[src/rtl/instruction_fetch_queue_if.sv]
// ---------------------------------------------------------------------------
// instruction_fetch_queue_if
// Groups the instruction-memory request bus and the IF->ID handoff of the
// fetch queue into one bundle.
//   master : the fetch queue. It drives IMEM_READ, IMEM_ADDRESS, VALID,
//            INSTRUCTION and PC. It receives IMEM_READDATA, IMEM_BUSYWAIT,
//            STALL, FLUSH and BRANCH_TARGET.
//   slave  : the environment, which is memory plus the ID/EX stages.
// ---------------------------------------------------------------------------
interface instruction_fetch_queue_if;
    logic        IMEM_READ;
    logic [31:0] IMEM_ADDRESS;
    logic [31:0] IMEM_READDATA;
    logic        IMEM_BUSYWAIT;
    logic        STALL;
    logic        FLUSH;
    logic [31:0] BRANCH_TARGET;
    logic        VALID;
    logic [31:0] INSTRUCTION;
    logic [31:0] PC;

    modport master (
        output IMEM_READ, IMEM_ADDRESS, VALID, INSTRUCTION, PC,
        input  IMEM_READDATA, IMEM_BUSYWAIT, STALL, FLUSH, BRANCH_TARGET
    );

    modport slave (
        input  IMEM_READ, IMEM_ADDRESS, VALID, INSTRUCTION, PC,
        output IMEM_READDATA, IMEM_BUSYWAIT, STALL, FLUSH, BRANCH_TARGET
    );
endinterface

[src/rtl/instruction_fetch_queue.sv]
// ---------------------------------------------------------------------------
// instruction_fetch_queue
// IF stage. It issues instruction-memory reads and buffers the returned
// words, together with their PCs, in a DEPTH-entry FIFO. It presents one
// {INSTRUCTION, PC} pair per cycle to ID.
// Ports:
//   CLK   : clock. All state changes on the rising edge.
//   RESET : synchronous, active-high reset.
//   bus   : instruction_fetch_queue_if.master
//           - IMEM_READ / IMEM_ADDRESS / IMEM_READDATA / IMEM_BUSYWAIT
//           - STALL / FLUSH / BRANCH_TARGET
//           - VALID / INSTRUCTION / PC
// ---------------------------------------------------------------------------
module instruction_fetch_queue #(
    parameter int unsigned DEPTH    = 4,
    parameter logic [31:0] RESET_PC = 32'h0000_0000
) (
    input  logic                      CLK,
    input  logic                      RESET,
    instruction_fetch_queue_if.master bus
);
    localparam int unsigned    PTR_W      = $clog2(DEPTH);
    localparam logic [PTR_W:0] FULL_COUNT = (PTR_W + 1)'(DEPTH);
    localparam logic [31:0]    NOP_INSTR  = 32'h0000_0013;
    localparam logic [31:0]    ALIGN_MASK = 32'hFFFF_FFFC;

    // DRAIN waits out a request that was abandoned while memory was busy,
    // so the memory never sees an address change mid-access.
    typedef enum logic [0:0] {
        ST_FETCH = 1'b0,
        ST_DRAIN = 1'b1
    } state_t;

    state_t           r_state;
    state_t           w_state_next;
    logic [31:0]      r_fetch_pc;
    logic [31:0]      w_fetch_pc_next;
    logic [31:0]      r_drain_target;
    logic [31:0]      w_drain_target_next;
    logic [31:0]      r_fifo_instr [DEPTH];
    logic [31:0]      r_fifo_pc    [DEPTH];
    logic [PTR_W-1:0] r_rd_ptr;
    logic [PTR_W-1:0] r_wr_ptr;
    logic [PTR_W:0]   r_count;

    logic             w_read;
    logic             w_done;
    logic             w_push;
    logic             w_pop;
    logic             w_valid;
    logic [31:0]      w_target;

    // In DRAIN the read stays asserted so the abandoned access can finish.
    assign w_read   = (r_state == ST_DRAIN) || (r_count != FULL_COUNT);
    assign w_done   = w_read && !bus.IMEM_BUSYWAIT;
    assign w_push   = (r_state == ST_FETCH) && w_done && !bus.FLUSH;
    assign w_valid  = (r_state == ST_FETCH) && (r_count != {(PTR_W + 1){1'b0}});
    assign w_pop    = w_valid && !bus.STALL && !bus.FLUSH;
    assign w_target = bus.BRANCH_TARGET & ALIGN_MASK;

    assign bus.IMEM_READ    = w_read;
    assign bus.IMEM_ADDRESS = r_fetch_pc;
    assign bus.VALID        = w_valid;
    assign bus.INSTRUCTION  = w_valid ? r_fifo_instr[r_rd_ptr] : NOP_INSTR;
    assign bus.PC           = w_valid ? r_fifo_pc[r_rd_ptr]    : 32'h0000_0000;

    // Next-state and redirect logic. FLUSH overrides normal fetch progress.
    always_comb begin
        w_state_next        = r_state;
        w_fetch_pc_next     = r_fetch_pc;
        w_drain_target_next = r_drain_target;
        case (r_state)
            ST_FETCH: begin
                if (bus.FLUSH) begin
                    if (w_read && bus.IMEM_BUSYWAIT) begin
                        w_state_next        = ST_DRAIN;
                        w_drain_target_next = w_target;
                    end else begin
                        w_fetch_pc_next = w_target;
                    end
                end else if (w_push) begin
                    w_fetch_pc_next = r_fetch_pc + 32'd4;
                end else begin
                    w_fetch_pc_next = r_fetch_pc;
                end
            end
            ST_DRAIN: begin
                // The latest redirect wins, even one that arrives on the
                // cycle the drain completes.
                if (bus.FLUSH) begin
                    w_drain_target_next = w_target;
                    if (!bus.IMEM_BUSYWAIT) begin
                        w_state_next    = ST_FETCH;
                        w_fetch_pc_next = w_target;
                    end else begin
                        w_state_next = ST_DRAIN;
                    end
                end else if (!bus.IMEM_BUSYWAIT) begin
                    w_state_next    = ST_FETCH;
                    w_fetch_pc_next = r_drain_target;
                end else begin
                    w_state_next = ST_DRAIN;
                end
            end
            default: begin
                w_state_next = ST_FETCH;
            end
        endcase
    end

    // State register, fetch PC, and the FIFO pointer and occupancy counter.
    always_ff @(posedge CLK) begin
        if (RESET) begin
            r_state        <= ST_FETCH;
            r_fetch_pc     <= RESET_PC & ALIGN_MASK;
            r_drain_target <= RESET_PC & ALIGN_MASK;
            r_rd_ptr       <= {PTR_W{1'b0}};
            r_wr_ptr       <= {PTR_W{1'b0}};
            r_count        <= {(PTR_W + 1){1'b0}};
        end else begin
            r_state        <= w_state_next;
            r_fetch_pc     <= w_fetch_pc_next;
            r_drain_target <= w_drain_target_next;
            if (bus.FLUSH) begin
                r_rd_ptr <= {PTR_W{1'b0}};
                r_wr_ptr <= {PTR_W{1'b0}};
                r_count  <= {(PTR_W + 1){1'b0}};
            end else begin
                if (w_push) begin
                    r_wr_ptr <= r_wr_ptr + 1'b1;
                end
                if (w_pop) begin
                    r_rd_ptr <= r_rd_ptr + 1'b1;
                end
                case ({w_push, w_pop})
                    2'b10:   r_count <= r_count + 1'b1;
                    2'b01:   r_count <= r_count - 1'b1;
                    default: r_count <= r_count;
                endcase
            end
        end
    end

    // FIFO storage. Each entry keeps its own PC, so the PC always pairs
    // correctly with its instruction word.
    always_ff @(posedge CLK) begin
        if (w_push) begin
            r_fifo_instr[r_wr_ptr] <= bus.IMEM_READDATA;
            r_fifo_pc[r_wr_ptr]    <= r_fetch_pc;
        end
    end
endmodule

[src/flat_wrapper.sv]
// flat-port wrapper written by rule: the top's interface ports become plain ports
module instruction_fetch_queue_flat 
#(
    parameter int unsigned DEPTH    = 4,
    parameter logic [31:0] RESET_PC = 32'h0000_0000
)
  (CLK, RESET, bus_IMEM_READ, bus_IMEM_ADDRESS, bus_VALID, bus_INSTRUCTION, bus_PC, bus_IMEM_READDATA, bus_IMEM_BUSYWAIT, bus_STALL, bus_FLUSH, bus_BRANCH_TARGET);
  instruction_fetch_queue_if bus_i ();
  input  logic CLK;
  input  logic RESET;
  output wire logic [$bits(bus_i.IMEM_READ)-1:0] bus_IMEM_READ;
  output wire logic [$bits(bus_i.IMEM_ADDRESS)-1:0] bus_IMEM_ADDRESS;
  output wire logic [$bits(bus_i.VALID)-1:0] bus_VALID;
  output wire logic [$bits(bus_i.INSTRUCTION)-1:0] bus_INSTRUCTION;
  output wire logic [$bits(bus_i.PC)-1:0] bus_PC;
  input wire logic [$bits(bus_i.IMEM_READDATA)-1:0] bus_IMEM_READDATA;
  input wire logic [$bits(bus_i.IMEM_BUSYWAIT)-1:0] bus_IMEM_BUSYWAIT;
  input wire logic [$bits(bus_i.STALL)-1:0] bus_STALL;
  input wire logic [$bits(bus_i.FLUSH)-1:0] bus_FLUSH;
  input wire logic [$bits(bus_i.BRANCH_TARGET)-1:0] bus_BRANCH_TARGET;
  assign bus_IMEM_READ = bus_i.IMEM_READ;
  assign bus_IMEM_ADDRESS = bus_i.IMEM_ADDRESS;
  assign bus_VALID = bus_i.VALID;
  assign bus_INSTRUCTION = bus_i.INSTRUCTION;
  assign bus_PC = bus_i.PC;
  assign bus_i.IMEM_READDATA = bus_IMEM_READDATA;
  assign bus_i.IMEM_BUSYWAIT = bus_IMEM_BUSYWAIT;
  assign bus_i.STALL = bus_STALL;
  assign bus_i.FLUSH = bus_FLUSH;
  assign bus_i.BRANCH_TARGET = bus_BRANCH_TARGET;
  instruction_fetch_queue #(.DEPTH(DEPTH), .RESET_PC(RESET_PC)) u_core (.CLK(CLK), .RESET(RESET), .bus(bus_i));
endmodule
[config.mk]
export PLATFORM = sky130hd
export DESIGN_NAME = instruction_fetch_queue_flat
export DESIGN_NICKNAME = d
export VERILOG_FILES = /design/src/rtl/instruction_fetch_queue_if.sv /design/src/rtl/instruction_fetch_queue.sv /design/src/flat_wrapper.sv
export SDC_FILE = /design/constraint.sdc
export NUM_CORES = 1
export LEC_CHECK = 0
export BUFFER_PORTS_ARGS = -buffer_cell sky130_fd_sc_hd__buf_2
export CORE_MARGIN = 2
export CORE_UTILIZATION = 35
export CTS_CLUSTER_DIAMETER = 150
export DETAILED_ROUTE_END_ITERATION = 6
export PLACE_DENSITY = 0.64
export SLEW_MARGIN = 25
export SYNTH_ARGS = -nofsm -noshare
export SYNTH_HDL_FRONTEND = slang
export SYNTH_SLANG_ARGS = --single-unit
export TNS_END_PERCENT = 5
[constraint.sdc]
create_clock -name CLK -period 3.3 [get_ports CLK]
set_input_delay 0.165 -clock CLK [delete_from_list [all_inputs] [get_ports CLK]]
set_output_delay 0.165 -clock CLK [all_outputs]
set_load 0.005 [all_outputs]
==> out/summary.json, run 1 <==
{
  "ys_ff_latch": {"value": 318},
  "place.port_buffers": {"value": 160},
  "share_of_the_yosys_chip_area_belonging_to_registers": {"value": 0.673},
  "slew-limit-headroom": {"value": 0.326},
  "run_status": {"value": "completed"},
  "power_density": {"value": 553, "unit": "nW/µm²"},
  "yosys_warnings": {"value": 0},
  "yosysTopAreaCell": {"value": "sky130_fd_sc_hd__edfxtp_1"},
  "drt_first_pass_iters": {"value": 5},
  "start_util": {"value": 0.353},
  "clkLatencyLatePin": {"value": 0.52, "unit": "ns"},
  "final_layout_size_suffix_gt1_frac": {"value": 0.269},
  "critical_path_class": {"value": "flop to flop"},
  "number_of_clock_buffers_inserted_by_tritoncts": {"value": 36},
  "postLayoutSetupSlackWorst": {"value": 0.526, "unit": "ns"},
  "cp-end-kind": {"value": "flop"},
  "core_region_area": {"value": 37300, "unit": "µm²"},
  "total_power": {"value": 9.07, "unit": "mW"},
  "required": {"value": 3.75, "unit": "ns"},
  "setup_violations": {"value": 0},
  "cp_slowest_cell": {"value": "sky130_fd_sc_hd__nor3_2"},
  "synth.cell_area": {"value": 13200, "unit": "µm²"},
  "crit_fanout": {"value": 11},
  "vias_in_the_first_global_route": {"value": 8134},
  "cts_htree_levels": {"value": 2},
  "finalWirelength": {"value": 31600, "unit": "µm"},
  "die_area": {"value": 39100, "unit": "µm²"},
  "setup.worst_path.start_class": {"value": "flop"},
  "placed_area": {"value": 14500, "unit": "µm²"},
  "detailedRoute.firstIterationViolations": {"value": 592},
  "area.growth.synth_to_final": {"value": 24.7, "unit": "%"},
  "dp.final_hpwl": {"value": 18800, "unit": "µm"},
  "crit_buf_inv": {"value": 0},
  "placedCellCount": {"value": 1505},
  "ys_top_cells_by_area": {"value": "sky130_fd_sc_hd__edfxtp_1 57%, sky130_fd_sc_hd__dfxtp_1 11%, sky130_fd_sc_hd__mux4_2 11%, sky130_fd_sc_hd__and2_1 3.2%, sky130_fd_sc_hd__nand2_1 3.1%"},
  "final.period_utilization": {"value": 0.841},
  "die_y": {"value": 198, "unit": "µm"},
  "cts.reportedPaths.clkPinSlew": {"value": 0.06, "unit": "ns"},
  "unique_cell_type_count_in_the_yosys_netlist": {"value": 61},
  "route.detailed.drc": {"value": 0},
  "transition_time_of_the_tightest_slew_check_pin": {"value": 1.01, "unit": "ns"},
  "cts-resized-gates": {"value": 0},
  "globalRouteTotalUtil": {"value": 0.160},
  "route.detailed.vias_per_inst": {"value": 5.15},
  "globalRouteOverflowTotal": {"value": 0},
  "hold_class": {"value": "primary input to flop"},
  "maxCapViolCount": {"value": 0},
  "timing.hold.worst_path_depth": {"value": 4},
  "dp_worst_setup_slack": {"value": 0.636, "unit": "ns"},
  "antenna_found_initial": {"value": 0},
  "timing.rr.start": {"value": "u_core.bus.IMEM_ADDRESS[2]"},
  "ioPinCount": {"value": 167},
  "wl_per_cell": {"value": 19.4, "unit": "µm"},
  "final_core_utilization": {"value": 0.440},
  "synth_ff_type": {"value": "sky130_fd_sc_hd__edfxtp_1"},
  "cell_at_the_root_of_the_clock_tree": {"value": "sky130_fd_sc_hd__clkbuf_16"},
  "crit_family": {"value": "simple AND/OR/NAND/NOR gates"},
  "report.final.hold_viol_count": {"value": 0},
  "clockBufferDepth": {"value": 3},
  "achievable-frequency": {"value": 360, "unit": "MHz"},
  "setup-tns-final": {"value": 0, "unit": "ns"},
  "worst_ir_drop_vdd": {"value": 0.342, "unit": "mV"},
  "final_max_slew_viol_count": {"value": 0},
  "grt_start_max_net_pins": {"value": 63},
  "syn_area_per_cell": {"value": 14.4, "unit": "µm²"},
  "die_width": {"value": 198, "unit": "µm"},
  "hp-start": {"value": "bus_STALL"},
  "post_layout_nonfiller_instances": {"value": 1632},
  "place.gp.congestion": {"value": 0.838},
  "worstPathCellList": {"value": "ha_1 -> nand4_1 -> nor3_2 -> nand3_1 -> or4_1 -> a31oi_1"},
  "rsz_0062_raised_after_global_routing": {"value": "false"},
  "drtAntennaViolNets": {"value": 0},
  "skew": {"value": 0.0118, "unit": "ns"},
  "wire_length_of_the_first_global_routing_pass": {"value": 47600, "unit": "µm"},
  "tritoncts": {"value": "yes"},
  "leakage_power": {"value": 5.76, "unit": "nW"},
  "reg2regPathDepth": {"value": 6},
  "final_cell_area": {"value": 16400, "unit": "µm²"},
  "worst_path_largest_cell_delay": {"value": 0.69, "unit": "ns"},
  "hold_ws": {"value": 0.0805, "unit": "ns"},
  "crit_cells": {"value": 6},
  "antenna-diode-count": {"value": 0},
  "asyncSetResetFlopFracSynth": {"value": 0},
  "finalWorstPathRequiredPeriod": {"value": 2.77, "unit": "ns"},
  "floorplan.rows": {"value": 71},
  "via_total_after_detailed_routing": {"value": 8408},
  "synth_cells": {"value": 911},
  "arrival_time_reported_for_the_critical_path_endpoint": {"value": 3.23, "unit": "ns"},
  "synth_largest_type_area_fraction": {"value": 0.566},
  "tritoncts_sinks": {"value": 318},
  "worst_setup_path_startpoint": {"value": "u_core.bus.IMEM_ADDRESS[2]"},
  "final_net_count": {"value": 1211},
  "post_synth_edffs": {"value": 248}
}
synth_stat cells (3+ instances only):
cell and count:
sky130_fd_sc_hd__buf_4 4, sky130_fd_sc_hd__nand3_1 17, sky130_fd_sc_hd__buf_1 4, sky130_fd_sc_hd__o32ai_1 5, sky130_fd_sc_hd__xor2_1 3, sky130_fd_sc_hd__a22oi_1 3, sky130_fd_sc_hd__o211ai_1 6, sky130_fd_sc_hd__o31a_1 4
sky130_fd_sc_hd__clkbuf_1 49, sky130_fd_sc_hd__nor3_1 6, sky130_fd_sc_hd__mux2i_1 7, sky130_fd_sc_hd__and3_1 16, sky130_fd_sc_hd__a21o_1 3, sky130_fd_sc_hd__nor4_1 4, sky130_fd_sc_hd__a21oi_1 67, sky130_fd_sc_hd__and2_1 67
sky130_fd_sc_hd__mux4_2 62, sky130_fd_sc_hd__dfxtp_1 70, sky130_fd_sc_hd__nand2b_1 5, sky130_fd_sc_hd__or3_1 6, sky130_fd_sc_hd__nor2_1 30, sky130_fd_sc_hd__a31oi_1 8, sky130_fd_sc_hd__o21ai_0 26, sky130_fd_sc_hd__edfxtp_1 248
sky130_fd_sc_hd__o221ai_1 4, sky130_fd_sc_hd__o311ai_0 4, sky130_fd_sc_hd__nand4_1 9, sky130_fd_sc_hd__ha_1 6, sky130_fd_sc_hd__nand2_1 110, sky130_fd_sc_hd__inv_1 16
cell type report:
cell class | instances | area (µm²)
fillers | 3372 | 20900
flip-flops and latches | 318 | 8860
multi-input cells | 519 | 4040
repair buffers | 244 | 1660
clock buffers | 41 | 941
well taps | 474 | 593
clock inverters | 20 | 254
inverters | 16 | 60.1
where the power goes:
part	total [mW]	internal, mW	switching, mW
Combinational	0.508	0.235	0.273
Clock	4.07	2.51	1.56
Sequential	4.49	4.41	0.0841
Total	9.07	7.15	1.92
what timing repair did:
item | in CTS | in global routing
buffers inserted | 0 | 0
hold buffers | 64 | 0
hold endpoints to repair | 164 | 0
routing by layer:
layer  vias to the layer above  track usage  wire, µm  share of wire
met3                        48       0.0376      2320          0.073
met4                         0       0.0423       610          0.019
li1                       3906            -         -              -
met5                         -            0         0              0
met1                      4155        0.220     14100           0.45
met2                       299        0.254     14600           0.46
cells by family after synthesis:
| group | count (synthesis) | synth area share |
|---|---|---|
| flip-flops | 318 | 0.673 |
| buffers and inverters | 77 | 0.0235 |
| other | 1 | 0.000285 |
| multiplexers | 70 | 0.112 |
| adder cells (fa/ha/maj) | 7 | 0.00723 |
| XOR/XNOR | 5 | 0.00333 |
| AO/OA/AOI/OAI | 152 | 0.0722 |
| AND/OR/NAND/NOR | 281 | 0.108 |
final timing paths:
path | end | slack (ns)
hold / removal | flop | 0.08
setup reg to reg | u_core.bus.IMEM_ADDRESS[30] | 0.53
hold reg to reg | u_core.r_drain_target[23] | 0.45
setup / recovery | u_core.bus.IMEM_ADDRESS[30] | 0.53
registers in the layout (all words and copies together), names as in the netlist, named ones only:
| register | cells |
|---|---|
| u_core.r_fifo_instr | 128 |
| u_core.r_fifo_pc | 120 |
| u_core.bus.IMEM_ADDRESS | 30 |
| u_core.r_drain_target | 30 |
| u_core.r_count | 3 |
| u_core.r_rd_ptr | 2 |
| u_core.r_wr_ptr | 2 |
| u_core.r_state | 1 |
worst reg2reg max path: cells and delay by family, from the launching register on:
kind	cells	cell delay, ns
DFF	1	0.54
and+or+nand+nor	4	1.69
AOI/OAI and AO/OA	1	0.18
adders and majority gates	1	0.30
cells in the final DEF (no fill, tap or decap), types with 5 or more instances in the layout:
| cell type | instances |
|---|---|
| sky130_fd_sc_hd__edfxtp_1 | 248 |
| sky130_fd_sc_hd__buf_2 | 160 |
| sky130_fd_sc_hd__nand2_1 | 110 |
| sky130_fd_sc_hd__dfxtp_1 | 68 |
| sky130_fd_sc_hd__a21oi_1 | 67 |
| sky130_fd_sc_hd__dlygate4sd3_1 | 64 |
| sky130_fd_sc_hd__and2_1 | 63 |
| sky130_fd_sc_hd__mux4_2 | 62 |
| sky130_fd_sc_hd__clkbuf_16 | 37 |
| sky130_fd_sc_hd__nor2_1 | 29 |
| sky130_fd_sc_hd__o21ai_0 | 26 |
| sky130_fd_sc_hd__nand3_1 | 17 |
| sky130_fd_sc_hd__inv_1 | 16 |
| sky130_fd_sc_hd__and3_1 | 16 |
| sky130_fd_sc_hd__buf_4 | 15 |
| sky130_fd_sc_hd__nand4_1 | 9 |
| sky130_fd_sc_hd__a31oi_1 | 8 |
| sky130_fd_sc_hd__or3_1 | 6 |
| sky130_fd_sc_hd__o211ai_1 | 6 |
| sky130_fd_sc_hd__ha_1 | 6 |
| sky130_fd_sc_hd__clkinv_1 | 6 |
| sky130_fd_sc_hd__bufinv_16 | 6 |
| sky130_fd_sc_hd__nor3_1 | 5 |
| sky130_fd_sc_hd__nand2b_1 | 5 |
| sky130_fd_sc_hd__mux2i_1 | 5 |
| sky130_fd_sc_hd__o32ai_1 | 5 |
| sky130_fd_sc_hd__clkinv_2 | 5 |
Note: power is estimated with default switching activity, not from simulation.
==> run 2: changes to the inputs <==
- clock period: 3.3 -> 2.6 ns (I/O delays scaled with it)
==> out/summary.json, run 2 (synthesized netlist as in run 1, its figures left out) <==
{
  "run_status": {"value": "completed"},
  "setup_violations": {"value": 0},
  "power_density": {"value": 678, "unit": "nW/µm²"},
  "start_util": {"value": 0.353},
  "floorplan.rows": {"value": 71},
  "worst_path_largest_cell_delay": {"value": 0.47, "unit": "ns"},
  "dp.final_hpwl": {"value": 19800, "unit": "µm"},
  "achievable-frequency": {"value": 408, "unit": "MHz"},
  "slew-limit-headroom": {"value": 0.338},
  "sw_frac_of_total": {"value": 0.215},
  "die_y": {"value": 198, "unit": "µm"},
  "register_with_the_most_flip_flops": {"value": "u_core.r_fifo_instr"},
  "n_fill_cell": {"value": 3420},
  "required": {"value": 3.02, "unit": "ns"},
  "globalRouteTotalUtil": {"value": 0.163},
  "grt_start_max_net_pins": {"value": 63},
  "worstPathCellList": {"value": "or3b_2 -> and3_1 -> inv_1 -> ha_1 -> inv_1 -> fa_1 -> xor2_1 -> or3_1 -> a21oi_1"},
  "vias_in_the_first_global_route": {"value": 8585},
  "cts_htree_levels": {"value": 2},
  "final_max_slew_viol_count": {"value": 0},
  "report.final.hold_viol_count": {"value": 0},
  "die_area": {"value": 39100, "unit": "µm²"},
  "layout.cells.most_common": {"value": "sky130_fd_sc_hd__edfxtp_1"},
  "cell_at_the_root_of_the_clock_tree": {"value": "sky130_fd_sc_hd__clkbuf_16"},
  "finalWorstPathRequiredPeriod": {"value": 2.45, "unit": "ns"},
  "hold_class": {"value": "primary input to flop"},
  "critical_path.most_common_cell": {"value": "sky130_fd_sc_hd__inv_1"},
  "final_core_utilization": {"value": 0.442},
  "route.detailed.vias_per_inst": {"value": 5.17},
  "rsz_0062_raised_after_global_routing": {"value": "false"},
  "final_layout_size_suffix_gt1_frac": {"value": 0.281},
  "hold_ws": {"value": 0.150, "unit": "ns"},
  "setup.worst_path.start_class": {"value": "flop"},
  "globalRouteOverflowTotal": {"value": 0},
  "clock_power_share": {"value": 0.430},
  "skew": {"value": 0.0145, "unit": "ns"},
  "route.detailed.drc": {"value": 0},
  "cts.reportedPaths.clkPinSlew": {"value": 0.06, "unit": "ns"},
  "place.port_buffers": {"value": 160},
  "worst_ir_drop_vdd": {"value": 0.432, "unit": "mV"},
  "post_cts.repair.setup_buffers": {"value": 0},
  "detailedRoute.firstIterationViolations": {"value": 560},
  "seqPwrFrac": {"value": 0.508},
  "area.growth.synth_to_final": {"value": 25.4, "unit": "%"},
  "largest_register_ff_count": {"value": 128},
  "leakage_power": {"value": 5.83, "unit": "nW"},
  "reg_top3": {"value": "u_core.r_fifo_instr (128), u_core.r_fifo_pc (120)"},
  "crit_fanout": {"value": 5},
  "final_net_count": {"value": 1231},
  "finalWirelength": {"value": 32100, "unit": "µm"},
  "arrival_time_reported_for_the_critical_path_endpoint": {"value": 2.87, "unit": "ns"},
  "wl_per_cell": {"value": 19.4, "unit": "µm"},
  "pint": {"value": 8.78, "unit": "mW"},
  "final.period_utilization": {"value": 0.942},
  "ioPinCount": {"value": 167},
  "cp_slowest_cell": {"value": "sky130_fd_sc_hd__or3b_2"},
  "antenna_found_initial": {"value": 0},
  "combinational_power_share": {"value": 0.062},
  "maxCapViolCount": {"value": 0},
  "die_width": {"value": 198, "unit": "µm"},
  "transition_time_of_the_tightest_slew_check_pin": {"value": 0.993, "unit": "ns"},
  "clkLatencyLatePin": {"value": 0.51, "unit": "ns"},
  "critical_path_class": {"value": "flop to flop"},
  "wire_length_of_the_first_global_routing_pass": {"value": 49000, "unit": "µm"},
  "via_total_after_detailed_routing": {"value": 8545},
  "place.gp.congestion": {"value": 0.848},
  "p_switching": {"value": 2.40, "unit": "mW"},
  "cts-resized-gates": {"value": 0},
  "drt_first_pass_iters": {"value": 6},
  "tritoncts_sinks": {"value": 318},
  "number_of_clock_buffers_inserted_by_tritoncts": {"value": 36},
  "setup-tns-final": {"value": 0, "unit": "ns"},
  "mostFrequentLayoutCells": {"value": "248 x sky130_fd_sc_hd__edfxtp_1, 160 x sky130_fd_sc_hd__buf_2, 110 x sky130_fd_sc_hd__nand2_1"},
  "clockBufferDepth": {"value": 3},
  "core_region_area": {"value": 37300, "unit": "µm²"},
  "antenna-diode-count": {"value": 0},
  "tritoncts": {"value": "yes"},
  "drtAntennaViolNets": {"value": 0},
  "cp-end-kind": {"value": "flop"}
}
-- run 2: layout make-up --
class / count / area, µm² / area share
Sequential cell: 318 / 8860 / 0.537
Clock buffer: 45 / 977 / 0.0592
Multi-Input combinational cell: 519 / 4030 / 0.245
Timing Repair Buffer: 264 / 1830 / 0.111
Inverter: 16 / 60.1 / 0.00364
Tap cell: 474 / 593 / 0.0360
Clock inverter: 18 / 148 / 0.00895
-- run 2: timing repair --
item,4_1_cts,5_1_grt
endpoints found under the setup margin,0,0
hold buffers,63,0
endpoints found under the hold margin,168,0
-- run 2: final timing paths --
path,from,end,slack (ns),cells after the start
worst max-delay path,u_core.r_count[2],u_core.r_count[2],0.15,9
worst min register to register,u_core.r_drain_target[13],u_core.r_drain_target[13],0.45,2
worst min-delay path,bus_STALL,flop,0.15,5
worst max register to register,u_core.r_count[2],u_core.r_count[2],0.15,9
-- run 2: layer usage --
layer	GRT usage	routed length [µm]
met1	0.222	14300
met4	0.0373	499
met3	0.0324	2020
met5	0	0
met2	0.270	15300
-- run 2: metrics by stage --
step	instance area (µm²)	std cells	total power, mW	setup WS, ns
after floorplan	13200	914	6.09	-0.326
after global placement	14700	1526	6.38	0.211
after detailed placement	14700	1526	6.40	0.172
after CTS	16500	1652	11.3	0.152
after global routing	16500	1654	11.6	0.0175
final	16500	1654	11.2	0.150
-- run 2: worst max-delay path, delay by kind of cell (launching register included) --
family                   cells  cell delay (ns)
AO/OA/AOI/OAI                1             0.16
XOR/XNOR                     1             0.18
adder cells (fa/ha/maj)      2             0.54
buffers and inverters        2             0.12
flip-flops                   1             0.38
AND/OR/NAND/NOR              3             1.00
-- run 2: power groups by stage --
stage	logic [mW]	registers, mW	clock network (mW)
global placement	0.600	5.78	0
global route	0.759	5.69	5.12
floorplan	0.313	5.78	0
CTS	0.690	5.68	4.95
finish	0.689	5.68	4.81
detailed placement	0.613	5.79	0
